$ cat config.mk
export PLATFORM = sky130hd
export DESIGN_NAME = des_key_sched_arb
export DESIGN_NICKNAME = d
export VERILOG_FILES = /design/src/rtl/des_key_sched_arb.sv
export SDC_FILE = /design/constraint.sdc
export NUM_CORES = 1
export LEC_CHECK = 0
export ABC_AREA = 0
export ABC_CLOCK_PERIOD_IN_PS = 6600
export BUFFER_PORTS_ARGS = -buffer_cell sky130_fd_sc_hd__buf_4
export CORE_AREA = 3 3 204 206
export CTS_CLUSTER_DIAMETER = 80
export DETAILED_ROUTE_END_ITERATION = 10
export DIE_AREA = 0 0 207 209
export PLACE_DENSITY = 0.53
export SLEW_MARGIN = 40
export SYNTH_ARGS = -nofsm -noshare
export SYNTH_HDL_FRONTEND = slang
export SYNTH_SLANG_ARGS = --single-unit
$ cat constraint.sdc
create_clock -name clk -period 6.6 [get_ports clk]
set_clock_uncertainty 0.05 [all_clocks]
set_input_delay 0.66 -clock clk [delete_from_list [all_inputs] [get_ports clk]]
set_output_delay 0.66 -clock clk [all_outputs]
set_load 0.02 [all_outputs]
$ cat src/rtl/des_key_sched_arb.sv
// Round-robin scheduler sharing one pipelined DES core between two requesters.
// Holds the core key constant while blocks are in flight and tags each issue with its requester.
module des_key_sched_arb #(
  parameter int LAT       = 16,
  parameter int BURST_MAX = 8,
  parameter int DATA_W    = 64
) (
  input  logic              clk,
  input  logic              rstn,
  input  logic              req0_valid,
  output logic              req0_ready,
  input  logic [DATA_W-1:0] req0_data,
  input  logic [DATA_W-1:0] req0_key,
  input  logic              req1_valid,
  output logic              req1_ready,
  input  logic [DATA_W-1:0] req1_data,
  input  logic [DATA_W-1:0] req1_key,
  output logic [DATA_W-1:0] core_din,
  output logic              core_din_en,
  output logic [DATA_W-1:0] core_key,
  input  logic [DATA_W-1:0] core_dout,
  input  logic              core_dout_rdy,
  output logic              resp_valid,
  output logic [DATA_W-1:0] resp_data,
  output logic              resp_id,
  output logic              err
);
  localparam int IW = $clog2(LAT + 1);
  localparam int BW = $clog2(BURST_MAX + 1);
  localparam logic [BW-1:0] BURST_LAST = BW'(BURST_MAX - 1);
  localparam logic [BW-1:0] BURST_TOP  = BW'(BURST_MAX);

  typedef enum logic [1:0] {IDLE, RUN, DRAIN} state_t;

  state_t            state, state_nxt;
  logic              owner, owner_nxt;
  logic              last_owner, last_owner_nxt;
  logic [DATA_W-1:0] key_nxt;
  logic [BW-1:0]     burst_cnt, burst_nxt;
  logic [IW-1:0]     inflight;
  logic [LAT-1:0]    tag_vld_p, tag_id_p;
  logic              own_valid, oth_valid, fire, grant, err_nxt;
  logic [DATA_W-1:0] oth_key;

  assign own_valid   = owner ? req1_valid : req0_valid;
  assign oth_valid   = owner ? req0_valid : req1_valid;
  assign oth_key     = owner ? req0_key   : req1_key;
  assign req0_ready  = (state == RUN) && !owner;
  assign req1_ready  = (state == RUN) && owner;
  assign fire        = (state == RUN) && own_valid;
  assign core_din    = owner ? req1_data : req0_data;
  assign core_din_en = fire;
  assign resp_valid  = core_dout_rdy;
  assign resp_data   = core_dout;
  assign resp_id     = tag_id_p[LAT-1];

  // A result with no block in flight, or out of step with the tag pipe, is a protocol fault.
  assign err_nxt = err || (core_dout_rdy && (inflight == '0))
                       || (core_dout_rdy != tag_vld_p[LAT-1]);

  always_comb begin
    state_nxt      = state;
    owner_nxt      = owner;
    last_owner_nxt = last_owner;
    key_nxt        = core_key;
    burst_nxt      = burst_cnt;
    grant          = 1'b0;
    case (state)
      IDLE: begin
        if (req0_valid || req1_valid) begin
          grant     = (req0_valid && req1_valid) ? !last_owner : req1_valid;
          owner_nxt = grant;
          key_nxt   = grant ? req1_key : req0_key;
          burst_nxt = '0;
          state_nxt = RUN;
        end
      end
      RUN: begin
        if (fire) burst_nxt = burst_cnt + BW'(1);
        if (oth_valid && (!own_valid || (fire && burst_cnt == BURST_LAST))) begin
          last_owner_nxt = owner;
          // Same key: hand over without a bubble, the pipeline stays valid.
          if (oth_key == core_key) begin
            owner_nxt = !owner;
            burst_nxt = '0;
          end else begin
            state_nxt = DRAIN;
          end
        end else if (burst_nxt == BURST_TOP) begin
          burst_nxt = '0;
        end
      end
      DRAIN: begin
        if (inflight == '0) begin
          if (oth_valid) begin
            owner_nxt = !owner;
            key_nxt   = oth_key;
            burst_nxt = '0;
            state_nxt = RUN;
          end else begin
            state_nxt = IDLE;
          end
        end
      end
      default: state_nxt = IDLE;
    endcase
  end

  always_ff @(posedge clk or negedge rstn) begin
    if (!rstn) begin
      state      <= IDLE;
      owner      <= 1'b0;
      last_owner <= 1'b1;
      core_key   <= '0;
      burst_cnt  <= '0;
      inflight   <= '0;
      tag_vld_p  <= '0;
      tag_id_p   <= '0;
      err        <= 1'b0;
    end else begin
      state      <= state_nxt;
      owner      <= owner_nxt;
      last_owner <= last_owner_nxt;
      core_key   <= key_nxt;
      burst_cnt  <= burst_nxt;
      err        <= err_nxt;
      // Tag pipe stage boundary: mirrors the core latency so the tail lines up with core_dout_rdy.
      tag_vld_p  <= {tag_vld_p[LAT-2:0], fire};
      tag_id_p   <= {tag_id_p[LAT-2:0], owner};
      case ({fire, core_dout_rdy})
        2'b10:   inflight <= inflight + IW'(1);
        2'b01:   if (inflight != '0) inflight <= inflight - IW'(1);
        default: inflight <= inflight;
      endcase
    end
  end
endmodule
# After elaboration in Yosys (flattened, before gate mapping)

Cells that the tools add are included.

Register bits: 110
Output and inout port bits: 198
Input port bits: 325
Logic and storage cells: 86

Reductions and logical operators: 26
Mux-type cells: 33
$add $sub $neg: 3
Equal/unequal tests: 15

Operators by type and width:

| kind                  | count |
|---|---|
| $mux W64              | 6 |
| $pmux W64 S2          | 1 |
| $eq A64 B64 Y1        | 1 |
| $mux W4               | 8 |
| $pmux W4 S3           | 1 |
| $reduce_and A4 Y1     | 3 |
| $ne A2 B2 Y1 const B  | 5 |
| $pmux W5 S2           | 1 |
| $mux W1               | 9 |
| $mux W2               | 4 |
| $logic_and A1 B1 Y1   | 7 |
| $pmux W2 S3           | 1 |
| $reduce_and A6 Y1     | 1 |
| $add A5 B1 Y5 const B | 1 |
| $logic_not A5 Y1      | 1 |
| $mux W5               | 1 |
| $reduce_bool A5 Y1    | 1 |
| $sub A5 B1 Y5 const B | 1 |
| $add A4 B1 Y4 const B | 1 |
| $eq A2 B1 Y1 const B  | 2 |
| $eq A2 B2 Y1 const B  | 2 |
| $eq A4 B3 Y1 const B  | 1 |
| $eq A4 B4 Y1 const B  | 1 |
| $logic_or A1 B1 Y1    | 4 |
| other kinds (8)       | 13 |

# Longest topological paths before layout

Depth in word-level cells: 8
Mapped depth: 14
Mapped depth without buffers: 12

# Least setup slack after synthesis

No wires, ideal clock.

Kind: register -> register
Start point: register owner
End point: register inflight[4]
Path buffers: 3
Library setup time: 0.122 ns
Stages on the path, launching flop included: 15
Arrival time: 2.824 ns
Path slack: 3.604 ns
Required time: 6.428 ns
Cell sequence: dfrtp_1 > buf_6 > clkbuf_1 > mux2_2 > nand2_1 > clkbuf_1 > nand2_1 > inv_1 > ha_1 > nor2b_1 > o21a_1 > nor2_1 > nor3_1 > a31o_2 > xor2_1

Cells in the longest elaborated chain, start to end: 5

Ends and longest elaborated chain:

| what                                                         | RTL line | source |
|---|---|---|
| start: declaration                                           | 36       | `logic owner, owner_nxt;` |
| start signal: assignment                                     | 122      | `owner <= owner_nxt;` |
| $mux W1 (*)                                                  | 45       | `assign own_valid = owner ? req1_valid : req0_valid;` |
| $logic_and A1 B1 Y1 (*)                                      | 50       | `assign fire = (state == RUN) && own_valid;` |
| $eq A2 B1 Y1 or $eq A2 B2 Y1 (tied branches)                 | 130      | `case ({fire, core_dout_rdy})` |
| $ne A2 B2 Y1 (no line) or $reduce_bool A2 Y1 (tied branches) | n/a      |  |
| $reduce_and A2 Y1 (no line)                                  | n/a      |  |
| end signal: assignment                                       | 131      | `2'b10: inflight <= inflight + IW'(1);` |
| end signal: assignment                                       | 132      | `2'b01: if (inflight != '0) inflight <= inflight - IW'(1);` |
| end signal: assignment                                       | 133      | `default: inflight <= inflight;` |
| end: declaration                                             | 40       | `logic [IW-1:0] inflight;` |

Mark *: on every way between the ends. The rest lies on a longest branch, timed or not.
A chain may end at the register's enable or synchronous reset.

# Final worst setup path

Ends and elaborated chain as after synthesis.

==> results by group <==
Run status
  • Status: complete, no violations

STA
  • F_max: 0.261 GHz
  • Minimum clock period: about 3800 ps
  • Setup ws final: around 2800 ps
  • RSZ-0062 raised after global routing: no
  • Period utilisation layout: 58.0%
  • Setup-failing EPs final: 0
  • TNS Setup: 0 ps
  • Final Hold Viols: 0
  • Hold WS: ~250 ps
  • Least-Margin Pin Slew: just under 800 ps
  • Max-slew headroom: 47.6%
  • Pins over their slew limit: 0

Detailed routing
  • DRT Wirelength: 32000 um
  • Iter 0 DRT Violations: 336
  • Per-cell routed wire length: about 20 um
  • Post-route ant nets: 0
  • DR pass1 iterations: 5
  • DRC: 0
  • Routed vias/inst: around 4.1
  • Vias: 6483

Global routing
  • GR Overflow Total: 0
  • Gr busiest metal: met2
  • Global-route wire length before repair: 45500 um
  • GR Util met2: 25.7%
  • Initial antenna violation count: 10
  • All-Layer GR Usage: 14.1%
  • M3 GR Usage: 5.16%
  • Met1 Use GR: 14.9%
  • Vias in the first global route: 6870
  • Largest net degree at the start of global routing: 69

Placement
  • Pre-CTS setup slack: 2520 ps
  • Hpwl dp: 26600 um
  • PortBufs: 394
  • Final GP Congestion: 0.798

Clock network
  • PostCTS Resize Cnt: 0
  • Total CTS buffers: 9
  • Clock transition at the registers of the reported paths: 80 ps
  • # H-tree levels: 3
  • Max clock buf depth: 2
  • CTS tree: built
  • Post-CTS setup buffers: 0
  • Worst-skew pair later-pin latency: 370 ps
  • Root buffer cell: clkbuf_16
  • Hold_buf cts: 0
  • Clock sink count: 110

Floorplan
  • Site Rows: 73
  • Die W: 207 um
  • Chip height: approximately 210 um
  • Die area: 43300 um^2
  • Initial core utilization: 18.6%
  • Core Area: 39800 um^2
  • Ports: ~520

Run
  • Maxcap violations: 0

Pwr
  • Leak: about 5 nW
  • P per Cell Area: around 460 nW/um^2
  • Switching Share: 46.2%
  • Internal: around 0.0026 W
  • Total net switching power: 0.00227 W
  • Clk network pwr share: 11.8%
  • Design Power: 0.00491 W
  • Comb power frac: 61.0%
  • Peak VDD IR: 0.161 mV
  • Share of total power in sequential cells: 27.2%

Critical path
  • Reg2Reg Depth: 12
  • CP required: 6810 ps
  • Crit path kind: register to register
  • Largest fanout on the critical path: 67
  • WP data arrival: a little over 4000 ps
  • Crit. End Element: register
  • CP startpoint kind: register

Logic synthesis
  • Most common cell in the synthesized netlist: mux2i_1
  • Mux cell area share after synthesis: 28.4%
  • Post-Synthesis Cells: just over 700
  • Post-Synth Simple-Gate Area: 8.28%
  • Commonest cells in the synthesized netlist: mux2i_1 (132), dfrtp_1 (109), nor2_1 (73)
  • Synth Area in Adders: around 1.6%
  • Mapped Nets: 1056
  • Number of synthesized flops with an enable pin: 0
  • Avg Cell Area, Syn: a little over 10 um^2
  • Main flop type after synthesis: dfrtp_1
  • Unique cell type count in the Yosys netlist: 43
  • Synth top area cells: dfrtp_1 (37%), mux2i_1 (18%), mux2_2 (11%), xnor2_1 (7.9%), buf_4 (6.7%)
  • Xor and xnor fraction of the mapped netlist area: 8.18%
  • Async set-reset flop share out of synthesis: 100%
  • Post-Syn Area: ~7400 um^2
  • Complex-gate fraction of the synthesized area: 6.75%
  • Largest family of logic cells by synthesized area: multiplexers
  • Top cell type's share of synthesized area: 36.9%
  • Seq/Total Area, Yosys: 37.3%
  • Yosys top cell by area: dfrtp_1
  • YS warnings: 0
  • FF+latch count, synth: 110

Finish
  • Final Core Density: ~27%
  • Fillers: 4290
  • Layout cell share with drive strength beyond 1: between 40% and 50%
  • Area grow syn2layout: 45.6%
  • Nets: 1363

Min path
  • Class of the worst hold path: input pin to asynchronous set/reset pin
==> power groups by stage <==
stage / Combinational [W] / Sequential [W] / Clock [W]
finish: 0.00300 / 0.00133 / 0.000578
global route: 0.00325 / 0.00138 / 0.000632
CTS: 0.00306 / 0.00134 / 0.000611
detailed placement: 0.00305 / 0.00135 / 0
global placement: 0.00303 / 0.00135 / 0
floorplan: 0.00182 / 0.00146 / 0
==> worst paths after layout <==
kind | start | end | slack [ps]
min reg2reg | tag_id_p[13] | tag_id_p[14] | 300
max in group asynchronous | rstn | owner | 5160
min in group clk | tag_id_p[13] | tag_id_p[14] | 300
max reg2reg | owner | inflight[4] | 2770
min | rstn | core_key[22] | 250
max | owner | inflight[4] | 2770
==> per-stage QoR <==
stage	instance area (um^2)	instances
6_report	10800	1566
5_1_grt	10800	1564
4_1_cts	10700	1559
3_5_place_dp	10400	1543
3_3_place_gp	10400	1543
2_1_floorplan	7390	722
==> cells in the final DEF, fill, tap and decap left out, drive strengths merged, types with 2 or more instances in the layout <==
master	synthesis	final
a21oi	69	69
a32o	2	2
nor2	73	73
o21ai	3	3
clkbuf	26	9
dfrtp	109	109
nor3	9	9
inv	7	9
ha	8	8
nor4	20	20
mux2i	132	132
xnor2	67	67
nor2b	2	2
nand4	5	5
a21o	3	3
diode	0	7
mux2	69	69
xor2	2	2
o21a	4	4
buf	80	402
nand3	3	3
nand2	12	12
clkinv	0	5
==> metal layers <==
layer  part of all wire, %  vias up  routed length [um]
li1                      -     3096                   -
met1                    37     3016               11800
met2                    52      319               16700
met3                   8.0       46                2540
met4                   2.7        6                 875
met5                  0.13        -                  41
==> layout make-up <==
cell class              instances  area [um^2]  area share [%]
repair buffers                402         3030            28.1
inverters                       7         26.3           0.244
clock buffers                   9          225            2.09
diodes                          7         17.5           0.163
clock inverters                 7         91.3           0.849
well taps                     525          657            6.10
flip-flops and latches        110         2760            25.6
multi-input cells             499         3960            36.8
==> state kept, by name, summed over array words and instances, names as in the netlist <==
signal      count
tag_id_p       16
owner           1
core_key       64
inflight        5
last_owner      1
burst_cnt       4
err             1
state           2
tag_vld_p      16
==> logic make-up (layout without fill, tap and decap cells) <==
family                     after synthesis  after routing
DFF                                    110            110
buffers and inverters                  113            425
and+or+nand+nor                        131            131
AOI/OAI and AO/OA                       89             89
muxes                                  201            201
other                                    0              7
adders and majority gates                9              9
xor gates and xnor gates                69             69
==> worst max-delay path: stages (launching register included) <==
cell and delay (ps):
dfrtp_4 920, buf_6 560, mux2_2 400, nand2_1 320, nand2_1 160, inv_1 150
ha_1 280, nor2b_1 150, o21a_1 170, nor2_1 120, nor3_1 60, a31o_2 230
xor2_1 130
No activity file was read; power rests on OpenSTA's default activity.
